[config.mk]
export PLATFORM = sky130hd
export DESIGN_NAME = mult_seq
export DESIGN_NICKNAME = d
export VERILOG_FILES = /design/src/rtl/mult_seq.sv
export SDC_FILE = /design/constraint.sdc
export NUM_CORES = 1
export LEC_CHECK = 0
export ABC_CLOCK_PERIOD_IN_PS = 6400
export BUFFER_PORTS_ARGS = -buffer_cell sky130_fd_sc_hd__buf_2
export CORE_MARGIN = 10
export CORE_UTILIZATION = 35
export DETAILED_ROUTE_END_ITERATION = 8
export GPL_ROUTABILITY_DRIVEN = 0
export PLACE_DENSITY_LB_ADDON = 0.05
export SYNTH_ARGS = -nofsm -noshare
export SYNTH_HDL_FRONTEND = slang
export SYNTH_SLANG_ARGS = --single-unit
[constraint.sdc]
create_clock -name clk -period 6.4 [get_ports clk]
set_clock_uncertainty 0.15 [all_clocks]
set_input_delay 0.64 -clock clk [delete_from_list [all_inputs] [get_ports clk]]
set_output_delay 0.64 -clock clk [all_outputs]
set_load 0.05 [all_outputs]
[src/rtl/mult_seq.sv]
// Sequential signed shift-add multiplier with saturated Q1.7 result.
// Latency: done/w pulse in the 9th cycle after the start cycle (WIDTH+1), issue interval WIDTH+2.
// Backpressure: none; busy stalls the issuer and start is ignored outside IDLE.
//
// Ports:
//   clk, reset        rising-edge clock, synchronous active-high reset
//   start, a, b       request plus signed operands, sampled only in IDLE
//   busy              high while an operation is in RUN or DONE
//   done, w           one-cycle pulse; product/result valid, register file write enable
//   product, result   full signed product and saturated Q1.7 result, held between ops
module mult_seq #(
  parameter int WIDTH = 8,
  parameter int FRAC  = 7
) (
  input  logic                 clk,
  input  logic                 reset,
  input  logic                 start,
  input  logic [WIDTH-1:0]     a,
  input  logic [WIDTH-1:0]     b,
  output logic                 busy,
  output logic                 done,
  output logic                 w,
  output logic [2*WIDTH-1:0]   product,
  output logic [WIDTH-1:0]     result
);

  localparam int CW = (WIDTH > 1) ? $clog2(WIDTH) : 1;
  localparam logic [CW-1:0] LAST_BIT = CW'(WIDTH - 1);

  typedef enum logic [1:0] {
    IDLE,
    RUN,
    DONE
  } state_t;

  state_t             state;
  logic [WIDTH-1:0]   a_reg;
  logic [WIDTH-1:0]   b_reg;
  logic [2*WIDTH-1:0] acc;
  logic [CW-1:0]      cnt;

  logic [2*WIDTH-1:0] addend;
  logic [2*WIDTH-1:0] acc_next;
  logic [WIDTH-1:0]   sat_next;
  logic               last;

  // One multiplier bit per RUN cycle, LSB first. The MSB of a two's-complement
  // multiplier carries negative weight, so its partial product is subtracted.
  always_comb begin
    last     = (cnt == LAST_BIT);
    addend   = {{WIDTH{a_reg[WIDTH-1]}}, a_reg} << cnt;
    acc_next = acc;
    if (b_reg[cnt]) begin
      if (last) acc_next = acc - addend;
      else      acc_next = acc + addend;
    end
  end

  // The Q1.7 window drops the top product bit; when the two top bits differ
  // that bit carried magnitude and the window would wrap, so clamp instead.
  always_comb begin
    sat_next = acc_next[FRAC+WIDTH-1:FRAC];
    if (acc_next[2*WIDTH-1] != acc_next[2*WIDTH-2]) begin
      if (acc_next[2*WIDTH-1]) sat_next = {1'b1, {(WIDTH-1){1'b0}}};
      else                     sat_next = {1'b0, {(WIDTH-1){1'b1}}};
    end
  end

  // busy/done/w are assigned alongside the state transition, so each is a
  // registered decode of state and start has no combinational path to busy.
  always_ff @(posedge clk) begin
    if (reset) begin
      state   <= IDLE;
      a_reg   <= '0;
      b_reg   <= '0;
      acc     <= '0;
      cnt     <= '0;
      busy    <= 1'b0;
      done    <= 1'b0;
      w       <= 1'b0;
      product <= '0;
      result  <= '0;
    end else begin
      case (state)
        IDLE: begin
          if (start) begin
            a_reg <= a;
            b_reg <= b;
            acc   <= '0;
            cnt   <= '0;
            busy  <= 1'b1;
            state <= RUN;
          end
        end
        RUN: begin
          acc <= acc_next;
          if (last) begin
            product <= acc_next;
            result  <= sat_next;
            done    <= 1'b1;
            w       <= 1'b1;
            state   <= DONE;
          end else begin
            cnt <= cnt + CW'(1);
          end
        end
        DONE: begin
          done  <= 1'b0;
          w     <= 1'b0;
          busy  <= 1'b0;
          state <= IDLE;
        end
        default: begin
          busy  <= 1'b0;
          done  <= 1'b0;
          w     <= 1'b0;
          state <= IDLE;
        end
      endcase
    end
  end

endmodule
==> report_table.html <==
<table>
<tr><th>Metric</th><th>Value</th></tr>
<tr><th colspan="2">STA</th></tr>
<tr><td>Count of pins over their slew limit</td><td>0</td></tr>
<tr><td>Hold Vio Cnt, Final</td><td>0</td></tr>
<tr><td>Maximum clock frequency</td><td>~180 MHz</td></tr>
<tr><td>Final setup violation count</td><td>0</td></tr>
<tr><td>Slew at the pin with the worst max-slew slack</td><td>1.14 ns</td></tr>
<tr><td>Slew Limit Headroom</td><td>a little under a quarter</td></tr>
<tr><td>Setup TNS after final layout</td><td>0 ns</td></tr>
<tr><td>Crit share post-route</td><td>between 80% and 90%</td></tr>
<tr><td>Time the final worst path needs with I/O delays and setup</td><td>approximately 5.7 ns</td></tr>
<tr><td>Post-Route Hold Slack</td><td>0.303 ns</td></tr>
<tr><td>Setup repair after global routing missed its margin</td><td>no</td></tr>
<tr><th colspan="2">Die</th></tr>
<tr><td>Floorplan Core Area</td><td>approximately 0.012 sq mm</td></tr>
<tr><td>Number of core rows</td><td>40</td></tr>
<tr><td>Effective utilization at floorplan</td><td>between 30% and 40%</td></tr>
<tr><td>Width of the die</td><td>around 130 um</td></tr>
<tr><td>Die ar.</td><td>0.0169 sq mm</td></tr>
<tr><td>I/O pin cnt</td><td>46</td></tr>
<tr><td>Die outline height</td><td>between 100 and 150 um</td></tr>
<tr><th colspan="2">Worst hold path</th></tr>
<tr><td>HP Class</td><td>register to register</td></tr>
<tr><td>Hold Crit Start</td><td>b_reg[3]</td></tr>
<tr><th colspan="2">Critical path</th></tr>
<tr><td>Cell-by-cell listing of the critical path</td><td>mux2_2 -&gt; nand2b_1 -&gt; a21boi_0 -&gt; o21ai_0 -&gt; a21oi_1 -&gt; nor2_1 -&gt; o21ai_0 -&gt; nor2_1 -&gt; xnor2_1 -&gt; ha_1 -&gt; and3_1 -&gt; and3_1 -&gt; a21boi_0 -&gt; nor3_1 -&gt; a2111o_2 -&gt; o2111ai_2 -&gt; ha_1 -&gt; or3_1 -&gt; o211ai_1</td></tr>
<tr><td>Startpoint of the worst setup timing path</td><td>cnt[1]</td></tr>
<tr><td>Critical path data arrival time</td><td>a little under 6 ns</td></tr>
<tr><td>Slowest cell delay on critical path</td><td>just over 0.6 ns</td></tr>
<tr><td>Reg2Reg Launch Point</td><td>cnt[1]</td></tr>
<tr><td>Total buffers and inverters traversed by the critical path</td><td>0</td></tr>
<tr><td>Peak fanout along the critical path</td><td>12</td></tr>
<tr><td>Kind of cell with the highest combined delay on the critical path</td><td>compound AO/OA/AOI/OAI gates</td></tr>
<tr><td>Type of origin of the critical path</td><td>register</td></tr>
<tr><td>Cell at the slowest stage of the critical path</td><td>dfxtp_1</td></tr>
<tr><td>Crit. End Element</td><td>register</td></tr>
<tr><td>Data required time at the worst endpoint</td><td>about 6.5 ns</td></tr>
<tr><td>Kind of critical path</td><td>register to register</td></tr>
<tr><th colspan="2">Drt</th></tr>
<tr><td>Antenna violation net count after detailed routing</td><td>0</td></tr>
<tr><td>Detailed Routing Iterations Pass 1</td><td>4</td></tr>
<tr><td>Count of vias placed by the detailed router</td><td>approximately 4,000</td></tr>
<tr><td>Wire length reported by the detailed router</td><td>about 12,000 um</td></tr>
<tr><td>Via density</td><td>5.52</td></tr>
<tr><td>Starting DRC count in detailed routing</td><td>between 200 and 250</td></tr>
<tr><td>Final routed DRC violation total</td><td>0</td></tr>
<tr><td>Post-detailed-route wirelength per cell</td><td>16.7 um</td></tr>
<tr><th colspan="2">Status</th></tr>
<tr><td>Status</td><td>complete, no violations</td></tr>
<tr><th colspan="2">Finish</th></tr>
<tr><td>Multi-input gate area</td><td>around 0.0028 sq mm</td></tr>
<tr><td>Nets</td><td>617</td></tr>
<tr><td>Final instance area</td><td>~0.0048 sq mm</td></tr>
<tr><td>Fill cell instance count of the final layout</td><td>around 1,300</td></tr>
<tr><td>Share of post-route cells with drive strength above 1</td><td>between 10% and 20%</td></tr>
<tr><td>Sequential cell area in the final layout</td><td>around 0.0013 sq mm</td></tr>
<tr><td>Biggest regs</td><td>acc x16, product x16</td></tr>
<tr><td>Final antenna diode count</td><td>0</td></tr>
<tr><td>P&amp;R area growth vs syn</td><td>13.2%</td></tr>
<tr><th colspan="2">Placed design</th></tr>
<tr><td>Area after detailed placement</td><td>about 0.0045 sq mm</td></tr>
<tr><td>Buffers added on ports</td><td>45</td></tr>
<tr><td>Placed wire-length estimate</td><td>~8700 um</td></tr>
<tr><th colspan="2">Logic synthesis</th></tr>
<tr><td>Area of the mapped netlist</td><td>roughly 0.0042 sq mm</td></tr>
<tr><td>Most used standard cell by instance count after synthesis</td><td>nor2_1</td></tr>
<tr><td>Top cell types by occurrence after synthesis</td><td>nor2_1, nand2_1, dfxtp_1</td></tr>
<tr><td>Share of the yosys chip area belonging to registers</td><td>between 20% and 30%</td></tr>
<tr><td>Mean cell area of the mapped netlist</td><td>around 7.7 sq um</td></tr>
<tr><td>Number of warnings issued by yosys</td><td>0</td></tr>
<tr><td>Cell taking the most area after synthesis</td><td>dfxtp_1</td></tr>
<tr><td>Synth Net Count</td><td>590</td></tr>
<tr><td>Number of synthesized flops with an enable pin</td><td>0</td></tr>
<tr><td>Number of standard cells after synthesis</td><td>550</td></tr>
<tr><td>Number of distinct library cells after synthesis</td><td>69</td></tr>
<tr><td>FFs w/ async S/R, synth</td><td>0%</td></tr>
<tr><td>Largest cells by area after synthesis</td><td>dfxtp_1, nor2_1, a21oi_1, ha_1, nand2_1</td></tr>
<tr><td>Post-synthesis sequential element count</td><td>63</td></tr>
<tr><td>Share of the synthesized area in the top cell type</td><td>29.7%</td></tr>
<tr><td>Predominant post-synthesis flop cell</td><td>dfxtp_1</td></tr>
<tr><th colspan="2">Clock tree</th></tr>
<tr><td>Clock insertion delay at the later pin of the skew report</td><td>between 0.3 and 0.4 ns</td></tr>
<tr><td>Quantity of hold-fixing buffers added after cts</td><td>0</td></tr>
<tr><td>Maximum count of clock buffers along a single path</td><td>2</td></tr>
<tr><td>Cell at the root of the clock tree</td><td>clkbuf_16</td></tr>
<tr><td>Total setup buffers inserted after CTS</td><td>0</td></tr>
<tr><td>TritonCTS buffer count</td><td>9</td></tr>
<tr><td>Post-cts gate resize count</td><td>0</td></tr>
<tr><td>H-tree lvl count</td><td>3</td></tr>
<tr><td>Worst-path clk slew</td><td>about 0.06 ns</td></tr>
<tr><td>Count of clock tree sinks</td><td>63</td></tr>
<tr><td>TritonCTS clock tree</td><td>built</td></tr>
<tr><th colspan="2">GRT</th></tr>
<tr><td>Pin count of the biggest net entering global routing</td><td>58</td></tr>
<tr><td>Overflow after GRT</td><td>0</td></tr>
<tr><td>Number of global-route vias before repair</td><td>between 3,000 and 4,000</td></tr>
<tr><td>Wire length of the first global-routing pass</td><td>~20,000 um</td></tr>
<tr><td>Number of antenna violations at the first check in global routing</td><td>0</td></tr>
<tr><td>Overall global routing resource usage</td><td>14.9%</td></tr>
<tr><th colspan="2">Power</th></tr>
<tr><td>Sequential share of power</td><td>a little over a third</td></tr>
<tr><td>Highest ir drop seen on vdd</td><td>just over 0.08 mV</td></tr>
<tr><td>Leakage Power</td><td>1.97 nW</td></tr>
<tr><td>Cell Int Power</td><td>roughly 0.0008 W</td></tr>
<tr><td>Clock network fraction of total power</td><td>between 30% and 40%</td></tr>
<tr><td>Switching power</td><td>approximately 0.00037 W</td></tr>
<tr><td>Pwr/cell area</td><td>~240 mW/mm^2</td></tr>
<tr><td>Comb pwr share</td><td>between 20 and 30%</td></tr>
<tr><td>Proportion of total power due to net switching</td><td>between 30% and 40%</td></tr>
<tr><th colspan="2">Run</th></tr>
<tr><td>Number of max-capacitance violations reported</td><td>0</td></tr>
</table>
-- final timing paths --
path	endpoint	slack, ns	depth (start not counted)
worst min register to register	b_reg[3]	0.30	2
worst max register to register	result[2]	0.73	19
worst max-delay path	result[2]	0.73	19
worst min-delay path	b_reg[3]	0.30	2
-- layout make-up --
cell class	instances	share of cell area (%)
inverter	16	1.25
clock inverter	1	0.104
timing repair buffer	52	5.78
tap	147	3.83
clock buffer	13	5.42
sequential	63	26.3
multi-input combinational	435	57.4
-- layer usage --
layer | vias up | routed length [um] | track usage, %
li1 | 2043 | - | -
met1 | 1869 | 5890 | 18.6
met2 | 84 | 5520 | 24.2
met3 | 16 | 532 | 3.61
met4 | 0 | 180 | 5.49
met5 | - | 0 | 0
-- worst min-delay path: cells and delay by family, from the launching register on --
family	cells	cell delay (ns)
DFF	1	0.30
and+or+nand+nor	1	0.05
AOI/OAI and AO/OA	1	0.05
-- cell usage in the layout (no fill, tap or decap), types with 4 or more instances in the layout --
cell / instances
nor2_1: 75
nand2_1: 65
dfxtp_1: 63
a21oi_1: 50
buf_2: 45
ha_1: 20
o21ai_0: 18
nor3_1: 17
nand3_1: 17
inv_1: 15
mux2i_1: 13
xor2_1: 11
a211oi_1: 10
xnor2_1: 10
a31oi_1: 10
and3_1: 9
clkbuf_16: 9
o211ai_1: 7
buf_4: 7
nand2b_1: 6
nor2b_1: 5
o21a_1: 5
nand4_1: 5
a22oi_1: 5
a21o_1: 4
mux2_2: 4
nand3b_1: 4
and2_1: 4
-- cell families (layout without fill, tap and decap cells) --
family,after synthesis,count (layout),share of synthesized area (%)
AOI/OAI and AO/OA,150,150,24.2
xor gates and xnor gates,21,21,4.33
adders and majority gates,21,21,6.37
buffers and inverters,52,82,5.46
DFF,63,63,29.7
muxes,21,21,5.99
and+or+nand+nor,222,222,23.9
-- metrics by stage --
step                power (W)  setup slack [ns]  utilization (%)  cells
finish                0.00117             0.734             40.2    727
CTS                   0.00118             0.788             40.2    727
global placement     0.000721             0.990             37.9    713
detailed placement   0.000720             0.816             37.9    713
floorplan            0.000652              1.29                -    550
global route          0.00124             0.213             40.2    727
-- power groups by stage --
stage | clock, W | sequential [W] | combinational, W
3_5_place_dp | 0 | 0.000423 | 0.000297
3_3_place_gp | 0 | 0.000423 | 0.000299
5_1_grt | 0.000484 | 0.000416 | 0.000340
4_1_cts | 0.000466 | 0.000414 | 0.000300
6_report | 0.000452 | 0.000415 | 0.000300
2_1_floorplan | 0 | 0.000419 | 0.000233
Power figures use the tool's default switching activity.
